**config.mk**
```make
export PLATFORM = sky130hd
export DESIGN_NAME = seven_segment_scan_capture_flat
export DESIGN_NICKNAME = d
export VERILOG_FILES = /design/src/rtl/seven_segment_scan_capture_if.sv /design/src/rtl/seven_segment_scan_capture.sv /design/src/flat_wrapper.sv
export SDC_FILE = /design/constraint.sdc
export NUM_CORES = 1
export LEC_CHECK = 0
export ABC_AREA = 1
export CORE_AREA = 2 2 74 76
export CTS_BUF_LIST = sky130_fd_sc_hd__clkbuf_16
export CTS_CLUSTER_SIZE = 28
export DETAILED_ROUTE_END_ITERATION = 7
export DIE_AREA = 0 0 76 78
export PLACE_DENSITY = 0.82
export RECOVER_POWER = 100
export SLEW_MARGIN = 20
export SYNTH_ARGS = -nofsm -noshare
export SYNTH_HDL_FRONTEND = slang
export SYNTH_SLANG_ARGS = --single-unit
```
**constraint.sdc**
```tcl
create_clock -name clk -period 1.8 [get_ports clk]
set_clock_uncertainty 0.2 [all_clocks]
set_input_delay 0.27 -clock clk [delete_from_list [all_inputs] [get_ports clk]]
set_output_delay 0.27 -clock clk [all_outputs]
set_load 0.02 [all_outputs]
```
**src/rtl/seven_segment_scan_capture_if.sv**
```systemverilog
// ---------------------------------------------------------------------------
// seven_segment_scan_capture_if
//
// Purpose:
//   Groups the multiplexed seven-segment display bus and the readback results
//   of the scan-capture monitor into one bundle.
//
// Signals:
//   seg_in       8         {dp,g,f,e,d,c,b,a}; 1 = segment lit
//   dig_sel      DIGITS    one-hot digit select; 1 = digit enabled
//   digits       4*DIGITS  captured hex values; digit i at [4i+3:4i]
//   dp           DIGITS    captured decimal point per digit
//   digit_valid  DIGITS    1 = last capture of that digit was a legal pattern
//   frame_done   1         1-cycle pulse once every digit has been captured
//   err          1         1-cycle pulse on illegal pattern or multi-hot select
//
// Modports:
//   master : display side, drives the bus and observes the results
//   slave  : the capture monitor
// ---------------------------------------------------------------------------
interface seven_segment_scan_capture_if #(
  parameter int DIGITS = 4
);

  logic [7:0]          seg_in;
  logic [DIGITS-1:0]   dig_sel;
  logic [4*DIGITS-1:0] digits;
  logic [DIGITS-1:0]   dp;
  logic [DIGITS-1:0]   digit_valid;
  logic                frame_done;
  logic                err;

  modport master (
    output seg_in, dig_sel,
    input  digits, dp, digit_valid, frame_done, err
  );

  modport slave (
    input  seg_in, dig_sel,
    output digits, dp, digit_valid, frame_done, err
  );

endinterface

```
**src/rtl/seven_segment_scan_capture.sv**
```systemverilog
// ---------------------------------------------------------------------------
// seven_segment_scan_capture
//
// Purpose:
//   Watches a multiplexed seven-segment display bus, waits for each scan slot
//   to hold still for STABLE_CYCLES samples, then converts the lit pattern of
//   the selected digit back to its 4-bit hex value. Used as a readback monitor
//   next to a display driver or to sniff an external scanned display.
//
// Parameters:
//   DIGITS         number of multiplexed digits, 1..8
//   STABLE_CYCLES  identical consecutive samples needed before capture, 2..255
//
// Ports:
//   clk    input  system clock, rising edge
//   rst_n  input  asynchronous reset, active low
//   bus    slave modport of seven_segment_scan_capture_if
//            (seg_in, dig_sel in; digits, dp, digit_valid, frame_done, err out)
//
// Configuration:
//   SSD_CAPTURE_SYNC_EN  when defined, seg_in and dig_sel pass through 2-flop
//                        synchronisers (pin-to-capture = STABLE_CYCLES+2
//                        edges). When undefined the pins are sampled directly
//                        (STABLE_CYCLES edges); only safe for a bus generated
//                        in the clk domain.
// ---------------------------------------------------------------------------
module seven_segment_scan_capture #(
  parameter int DIGITS        = 4,
  parameter int STABLE_CYCLES = 8
) (
  input  logic                          clk,
  input  logic                          rst_n,
  seven_segment_scan_capture_if.slave   bus
);

  localparam int                SAMPLE_W  = DIGITS + 8;
  localparam logic [DIGITS-1:0] ALL_DIGITS = {DIGITS{1'b1}};

  typedef enum logic [1:0] {
    IDLE,
    SETTLE,
    HOLD
  } state_t;

  logic [7:0]          w_seg;
  logic [DIGITS-1:0]   w_sel;
  logic [SAMPLE_W-1:0] w_sample;
  logic [SAMPLE_W-1:0] r_prevSample;
  logic [7:0]          r_count;
  logic                w_same;
  logic                w_reach;
  logic                w_selZero;
  logic                w_oneHot;
  logic [4:0]          w_decoded;
  logic                w_legal;
  logic [3:0]          w_value;
  logic [DIGITS-1:0]   w_capBits;

  state_t              r_state;
  logic [4*DIGITS-1:0] r_digits;
  logic [DIGITS-1:0]   r_dp;
  logic [DIGITS-1:0]   r_digitValid;
  logic [DIGITS-1:0]   r_mask;
  logic                r_frameDone;
  logic                r_err;

`ifdef SSD_CAPTURE_SYNC_EN
  logic [7:0]        r_segMeta;
  logic [7:0]        r_segSync;
  logic [DIGITS-1:0] r_selMeta;
  logic [DIGITS-1:0] r_selSync;

  // The display bus may come from another clock domain, so both the segment
  // lines and the digit selects are brought in through two flops before any
  // comparison or decoding looks at them.
  always_ff @(posedge clk or negedge rst_n) begin
    if (!rst_n) begin
      r_segMeta <= '0;
      r_segSync <= '0;
      r_selMeta <= '0;
      r_selSync <= '0;
    end else begin
      r_segMeta <= bus.seg_in;
      r_segSync <= r_segMeta;
      r_selMeta <= bus.dig_sel;
      r_selSync <= r_selMeta;
    end
  end

  assign w_seg = r_segSync;
  assign w_sel = r_selSync;
`else
  assign w_seg = bus.seg_in;
  assign w_sel = bus.dig_sel;
`endif

  // Map a lit pattern back to its hex digit. Bit 4 of the result flags a
  // recognised pattern; anything outside the sixteen glyphs decodes to 0.
  function automatic logic [4:0] decodeSeg(input logic [6:0] pattern);
    logic [4:0] result;
    case (pattern)
      7'h3F:   result = {1'b1, 4'h0};
      7'h06:   result = {1'b1, 4'h1};
      7'h5B:   result = {1'b1, 4'h2};
      7'h4F:   result = {1'b1, 4'h3};
      7'h66:   result = {1'b1, 4'h4};
      7'h6D:   result = {1'b1, 4'h5};
      7'h7D:   result = {1'b1, 4'h6};
      7'h07:   result = {1'b1, 4'h7};
      7'h7F:   result = {1'b1, 4'h8};
      7'h6F:   result = {1'b1, 4'h9};
      7'h77:   result = {1'b1, 4'hA};
      7'h7C:   result = {1'b1, 4'hB};
      7'h39:   result = {1'b1, 4'hC};
      7'h5E:   result = {1'b1, 4'hD};
      7'h79:   result = {1'b1, 4'hE};
      7'h71:   result = {1'b1, 4'hF};
      default: result = 5'b0_0000;
    endcase
    return result;
  endfunction

  assign w_sample  = {w_sel, w_seg};
  assign w_same    = (w_sample == r_prevSample);
  // The capture edge is the one on which the count would step up to
  // STABLE_CYCLES, i.e. STABLE_CYCLES edges after the sample first appeared.
  assign w_reach   = w_same && (r_count == 8'(STABLE_CYCLES - 1));
  assign w_selZero = (w_sel == '0);
  assign w_oneHot  = !w_selZero && ((w_sel & (w_sel - DIGITS'(1))) == '0);
  assign w_decoded = decodeSeg(w_seg[6:0]);
  assign w_legal   = w_decoded[4];
  assign w_value   = w_decoded[3:0];
  assign w_capBits = (r_state == SETTLE && w_reach && w_oneHot) ? w_sel : '0;

  // Stability tracker: remembers the previous sample and counts how many
  // edges in a row it has stayed the same. Any change restarts the count, and
  // the count parks at STABLE_CYCLES so a long-held slot never wraps around.
  always_ff @(posedge clk or negedge rst_n) begin
    if (!rst_n) begin
      r_prevSample <= '0;
      r_count      <= '0;
    end else begin
      r_prevSample <= w_sample;
      if (!w_same) begin
        r_count <= '0;
      end else if (r_count != 8'(STABLE_CYCLES)) begin
        r_count <= r_count + 8'd1;
      end
    end
  end

  // Scan FSM with all visible outputs registered here. IDLE rides out the
  // blanking gap, SETTLE waits for the slot to become stable and then
  // captures (or flags a multi-hot select), and HOLD ignores the rest of the
  // slot so each stable slot produces exactly one capture. The captured mask
  // tracks which digits have been seen; once full it raises frame_done and
  // restarts, keeping any capture from that same edge in the fresh mask.
  always_ff @(posedge clk or negedge rst_n) begin
    if (!rst_n) begin
      r_state      <= IDLE;
      r_digits     <= '0;
      r_dp         <= '0;
      r_digitValid <= '0;
      r_mask       <= '0;
      r_frameDone  <= 1'b0;
      r_err        <= 1'b0;
    end else begin
      r_err       <= 1'b0;
      r_frameDone <= (r_mask == ALL_DIGITS);
      r_mask      <= ((r_mask == ALL_DIGITS) ? '0 : r_mask) | w_capBits;

      case (r_state)
        IDLE: begin
          if (!w_selZero) begin
            r_state <= SETTLE;
          end
        end

        SETTLE: begin
          if (w_selZero) begin
            r_state <= IDLE;
          end else if (w_reach) begin
            r_state <= HOLD;
            if (w_oneHot) begin
              for (int i = 0; i < DIGITS; i++) begin
                if (w_sel[i]) begin
                  r_digits[4*i +: 4] <= w_legal ? w_value : 4'h0;
                  r_dp[i]            <= w_seg[7];
                  r_digitValid[i]    <= w_legal;
                end
              end
              r_err <= !w_legal;
            end else begin
              r_err <= 1'b1;
            end
          end
        end

        HOLD: begin
          if (!w_same) begin
            r_state <= w_selZero ? IDLE : SETTLE;
          end
        end

        default: r_state <= IDLE;
      endcase
    end
  end

  assign bus.digits      = r_digits;
  assign bus.dp          = r_dp;
  assign bus.digit_valid = r_digitValid;
  assign bus.frame_done  = r_frameDone;
  assign bus.err         = r_err;

endmodule

```
**src/flat_wrapper.sv**
```systemverilog
// flat-port wrapper written by rule: the top's interface ports become plain ports
module seven_segment_scan_capture_flat 
#(
  parameter int DIGITS        = 4,
  parameter int STABLE_CYCLES = 8
)
  (clk, rst_n, bus_seg_in, bus_dig_sel, bus_digits, bus_dp, bus_digit_valid, bus_frame_done, bus_err);
  seven_segment_scan_capture_if #(.DIGITS(DIGITS)) bus_i ();
  input  logic clk;
  input  logic rst_n;
  input wire logic [$bits(bus_i.seg_in)-1:0] bus_seg_in;
  input wire logic [$bits(bus_i.dig_sel)-1:0] bus_dig_sel;
  output wire logic [$bits(bus_i.digits)-1:0] bus_digits;
  output wire logic [$bits(bus_i.dp)-1:0] bus_dp;
  output wire logic [$bits(bus_i.digit_valid)-1:0] bus_digit_valid;
  output wire logic [$bits(bus_i.frame_done)-1:0] bus_frame_done;
  output wire logic [$bits(bus_i.err)-1:0] bus_err;
  assign bus_i.seg_in = bus_seg_in;
  assign bus_i.dig_sel = bus_dig_sel;
  assign bus_digits = bus_i.digits;
  assign bus_dp = bus_i.dp;
  assign bus_digit_valid = bus_i.digit_valid;
  assign bus_frame_done = bus_i.frame_done;
  assign bus_err = bus_i.err;
  seven_segment_scan_capture #(.DIGITS(DIGITS), .STABLE_CYCLES(STABLE_CYCLES)) u_core (.clk(clk), .rst_n(rst_n), .bus(bus_i));
endmodule
```
==> Word level (Yosys, flattened, before mapping) <==
Cells that the tools add are included.
{ "word_totals": {"reg_bits": 52, "latchBits": 0, "ramBits": 0, "mem_bits_ro": 0, "in_bits": 14, "output_inout_bits": 26, "n_memories": 0} }
{ "classes": {"addsub": 2, "mul": 0, "div": 0, "magnitude_cmp": 0, "n_eq_ne": 26, "n_shift": 0, "mux": 16, "bitwise": 3, "n_reduce_logical": 14} }
{ "op_table": {"columns": ["cell", "n"], "rows": [
  ["$eq A7 B7 Y1 const B", 12],
  ["$pmux W5 S16", 1],
  ["$reduce_and A5 Y1", 4],
  ["$mux W8", 2],
  ["$eq A7 B3 Y1 const B", 2],
  ["$eq A7 B6 Y1 const B", 2],
  ["$eq A12 B12 Y1", 1],
  ["$mux W4", 3],
  ["$add A8 B1 Y8 const B", 1],
  ["$eq A8 B3 Y1 const B", 1],
  ["$logic_not A4 Y1", 2],
  ["$mux W2", 4],
  ["$ne A8 B4 Y1 const B", 1],
  ["$ne A2 B2 Y1 const B", 3],
  ["$pmux W2 S3", 1],
  ["$mux W1", 5],
  ["$and A4 B4 Y4", 1],
  ["$eq A4 B4 Y1 const B", 1],
  ["$logic_and A1 B1 Y1", 4],
  ["$or A4 B4 Y4", 1],
  ["$sub A4 B1 Y4 const B", 1],
  ["$ne A3 B1 Y1 const B", 1],
  ["$reduce_and A3 Y1", 1],
  ["$eq A2 B1 Y1 const B", 1],
  ["other kinds (4)", 5]
]} }

==> Depth between registers and ports, before layout <==
{ "depth": {"depth_word": 8, "ltp_mapped": 11, "mapped_depth_nobuf": 10} }

==> Worst setup path after synthesis <==
OpenSTA, ideal clock, no wires.
{ "synth_path": {"path_kind": "flip-flop to flip-flop", "from": "register u_core.r_count[0]", "to": "register u_core.r_digits[10] (netlist: u_core.bus.digits[10])", "t_arrival_ns": 1.378, "required_time_ns": 1.535, "slack_ns": 0.157, "path_stages_with_launch": 10, "cell_sequence": "dfrtp_1 ha_1 nand2_1 nor3_1 inv_1 nor2_4 buf_6 buf_6 nand3_1 nand2_1"} }
{ "synth_between": {"elab_chain_cells": 3} }
{ "synth_rtl": {"columns": ["item", "line_no", "rtl"], "rows": [
  ["from (decl)", "seven_segment_scan_capture.sv:49", "logic [7:0] r_count;"],
  ["from (signal assigned)", "seven_segment_scan_capture.sv:147", "r_count <= r_count + 8'd1;"],
  ["$eq A8 B3 Y1", "seven_segment_scan_capture.sv:127", "assign w_reach = w_same && (r_count == 8'(STABLE_CYCLES - 1));"],
  ["$logic_and A1 B1 Y1", "seven_segment_scan_capture.sv:127", null],
  ["$reduce_and A5 Y1 (no source line)", null, null],
  ["to (signal, indexed assignment)", "seven_segment_scan_capture.sv:187", "r_digits[4*i +: 4] <= w_legal ? w_value : 4'h0;"],
  ["to (decl)", "seven_segment_scan_capture.sv:60", "logic [4*DIGITS-1:0] r_digits;"]
]} }
No other way between the ends.
A chain may end at the register's enable or synchronous reset.

==> Worst setup path after layout <==
{ "layout_path": {"from": "register u_core.r_count[7]", "to": "register u_core.r_digits[10] (netlist: u_core.bus.digits[10])"} }
Same word-level chain as after synthesis.

==> qor.csv <==
stage,metric,value,unit
clocking,TritonCTS clock tree,done,
finish,n_diodes,0,
detailed_routing,Initial DRC Count,271,
clocking,Max clock buf depth,2,
setup_path,worst setup path end,u_core.bus.digits[10],
timing,post-route clock period utilization,113,%
timing,setup_tns,-3.57,ns
setup_path,Worst path slowest cell,dfrtp_1,
synthesis,Mapped Area,2600,um2
timing,final-report setup violation count,31,
placement,PortBufs,39,
synthesis,Simple-Gate Fraction of Synth Area,38.2,%
setup_path,r2r endpoint,u_core.bus.digits[10],
global_routing,largest net degree at the start of global routing,53,
die,row count,26,
power_and_ir_drop,peak supply drop,0.000674,V
finish,"Net count, final",445,
synthesis,Ys Warns,0,
setup_path,Worst setup SP type,flip-flop,
status,failing checks,negative setup slack,
setup_path,worst-path cell chain,"nor2_2, nand3_2, nor3_2, buf_4, inv_2, nor2_4, buf_12, nand2_8, nand2_1, nand2_1",
setup_path,CP Capture Type,flip-flop,
synthesis,post-synthesis xor/xnor area fraction,1.69,%
clocking,H-tree depth,2,
finish,share of cells above drive strength 1,27.9,%
setup_path,crit-path max FO,8,
detailed_routing,antenna-violating nets left,0,
setup_path,critical path data arrival time,2.01,ns
timing,Final Slew Violations,0,
setup_path,worst endpoint required time,1.78,ns
finish,area grow syn2layout,45.1,%
timing,setup ws final,-0.230,ns
global_routing,GRT overflow,0,
global_routing,vias in the first global route,2400,
synthesis,complex-gate fraction of the synthesized area,2.84,%
detailed_routing,WL final,7370,um
setup_path,most frequent cell on the critical path,nand2_1,
clocking,CTS Buf Count,5,
power_and_ir_drop,Leak Pwr,1.95,nW
timing,unrepaired setup endpoints after global routing,yes,
setup_path,Worst Setup Path Type,reg2reg,
placement,Placed Area,3340,um2
die,Initial Util,51.5,%
finish,most frequent cells in the layout,"nand2_1, dfrtp_1, buf_4",
synthesis,largest family of logic cells by synthesized area,simple AND/OR/NAND/NOR gates,
clocking,Num Clock Sinks,52,
global_routing,antenna violations before repair,0,
synthesis,sequential cell area fraction in the yosys report,50.1,%
synthesis,mux contribution to synthesized area,0,%
timing,relative slew slack,53.4,%
synthesis,Mean Syn Cell Area,7.71,um2
global_routing,wire length of the first global-routing pass,11000,um
timing,count of final hold-check violations,0,
die,IO Count,40,
synthesis,Post-Synthesis Cells,337,
setup_path,worst r2r path cells,10,
detailed_routing,Via-to-Cell Ratio,5.29,
detailed_routing,post-DR wirelength/cell,14.7,um
finish,post-route cell area,3770,um2
timing,slew at the pin with the worst max-slew slack,0.699,ns
clocking,clk_lat worst skew,0.30,ns
timing,max frequency,0.493,GHz
detailed_routing,DRC,0,
setup_path,r2r startpoint,u_core.r_count[7],
min_path,HP Class,in2reg,
die,area of the core,5040,um2
power_and_ir_drop,P per Cell Area,706,nW/um2
die,Chip Width,76,um
die,Die Height,78,um
placement,Cell Count Post-Placement,479,
setup_path,Crit. Startpoint,u_core.r_count[7],
setup_path,crit-path max cell delay,0.40,ns
global_routing,GRT Overall Usage,23.3,%
setup_path,reg2reg setup slack,-0.23,ns
placement,Post-DP HPWL,4360,um
timing,Tmin final,2.03,ns
synthesis,post-synth cell types,24,
detailed_routing,DR vias,2647,
status,status,finished with violations,
detailed_routing,drt pass-1 iters,5,
finish,"commonest non-fill, non-tap cell in the layout",nand2_1,
clocking,root buffer cell,clkbuf_16,
synthesis,Adder-Cell Fraction of Synth Area,0.963,%
synthesis,Synthesized Nets,353,
synthesis,"flops & latches, synth",52,
run,max cap viols,0,
finish,Finished Layout Cells,500,
placement,RD Place Congestion,0.823,
die,die area,5930,um2
clocking,Clock transition at path regs,0.08,ns
layer usage:
metal  routed length, um  vias to the layer above  share of wire [%]  track usage [%]
met5                   0                        -                  0                0
met4                 112                        0                1.5             6.55
met3                 407                       21                5.5             4.07
met2                3860                      125                 52             40.9
met1                2990                     1257                 41             30.0
li1                    -                     1244                  -                -
timing repair:
action | 4_1_cts | 5_1_grt
resized for setup | 18 | 63
hold buffers | 1 | 0
endpoints found under the setup margin | 30 | 34
endpoints found under the hold margin | 52 | 0
gates cloned | 2 | 0
pin swaps | 7 | 13
buffers inserted | 7 | 4
synth_stat cells:
cell type | n | area [um2]
a31oi_1 | 1 | 6.26
nor2_1 | 28 | 105
a21oi_1 | 8 | 40.0
nor2_4 | 5 | 56.3
and3_1 | 1 | 6.26
xor2_1 | 1 | 8.76
nand3_4 | 1 | 17.5
nor3b_1 | 1 | 7.51
nand2_1 | 132 | 495
buf_2 | 1 | 5.00
o21ai_1 | 1 | 5.00
xnor2_1 | 4 | 35.0
ha_1 | 2 | 25.0
nor2_2 | 4 | 25.0
nand3_1 | 35 | 175
inv_2 | 7 | 26.3
nor3_1 | 7 | 35.0
nand4_1 | 6 | 37.5
o21a_1 | 1 | 7.51
nand2_2 | 5 | 31.3
o21ai_0 | 3 | 15.0
inv_1 | 29 | 109
buf_6 | 2 | 22.5
dfrtp_1 | 52 | 1300
cell families (layout without fill, tap and decap cells):
| family | after synthesis | in the layout |
|---|---|---|
| AND/OR/NAND/NOR | 225 | 225 |
| flip-flops | 52 | 52 |
| buffers and inverters | 39 | 132 |
| AO/OA/AOI/OAI | 14 | 14 |
| XOR/XNOR | 5 | 5 |
| adder cells (fa/ha/maj) | 2 | 2 |
registers in the layout (all words and copies together), names as in the netlist:
name / flops
u_core.bus.digits: 16
u_core.r_prevSample: 12
u_core.r_count: 8
u_core.bus.digit_valid: 4
u_core.bus.dp: 4
u_core.r_mask: 4
u_core.r_state: 2
u_core.bus.err: 1
u_core.bus.frame_done: 1
per-stage QoR:
stage / hold WS [ns] / util [%] / power (W) / worst slack (ns)
floorplan: -0.226 / - / 0.00145 / 0.157
finish: 0.0924 / 74.8 / 0.00266 / -0.230
global route: 0.108 / 74.8 / 0.00275 / -0.284
CTS: 0.102 / 72.3 / 0.00262 / 0.00222
global placement: 0.0782 / 66.2 / 0.00161 / -0.438
detailed placement: 0.0846 / 66.2 / 0.00162 / -0.470
power by group:
part           switching, W  total [W]  leakage [nW]  internal (W)
clock              0.000465   0.000992        0.0708      0.000527
sequential        0.0000177    0.00122         0.695       0.00120
combinational      0.000278   0.000449          1.19      0.000170
total              0.000761    0.00266          1.95       0.00190
cell type report:
cell class                      count  area (um2)
Tap cell                           70        87.6
Timing Repair Buffer               88         756
Clock inverter                      3        25.0
Multi-Input combinational cell    246        1340
Inverter                           36         135
Sequential cell                    52        1300
Clock buffer                        5         125
Fill cell                         356        1270
critical path: cells and delay by family (launching register included):
family,cells,cell delay [ns]
buf+inv,3,0.39
simple gates,7,0.92
flops,1,0.40
worst min path at each step:
stage	startpoint	to	slack, ns	cells past startpoint
after global placement	rst_n	u_core.r_mask[3]	0.08	2
after CTS	bus_seg_in[0]	u_core.r_prevSample[0]	0.10	1
final	bus_seg_in[0]	u_core.r_prevSample[0]	0.09	1
after floorplan	rst_n	u_core.bus.digit_valid[0]	-0.23	0
after detailed placement	rst_n	u_core.r_mask[1]	0.08	2
after global routing	bus_seg_in[0]	u_core.r_prevSample[0]	0.11	1
(Power assumes the default switching activity.)
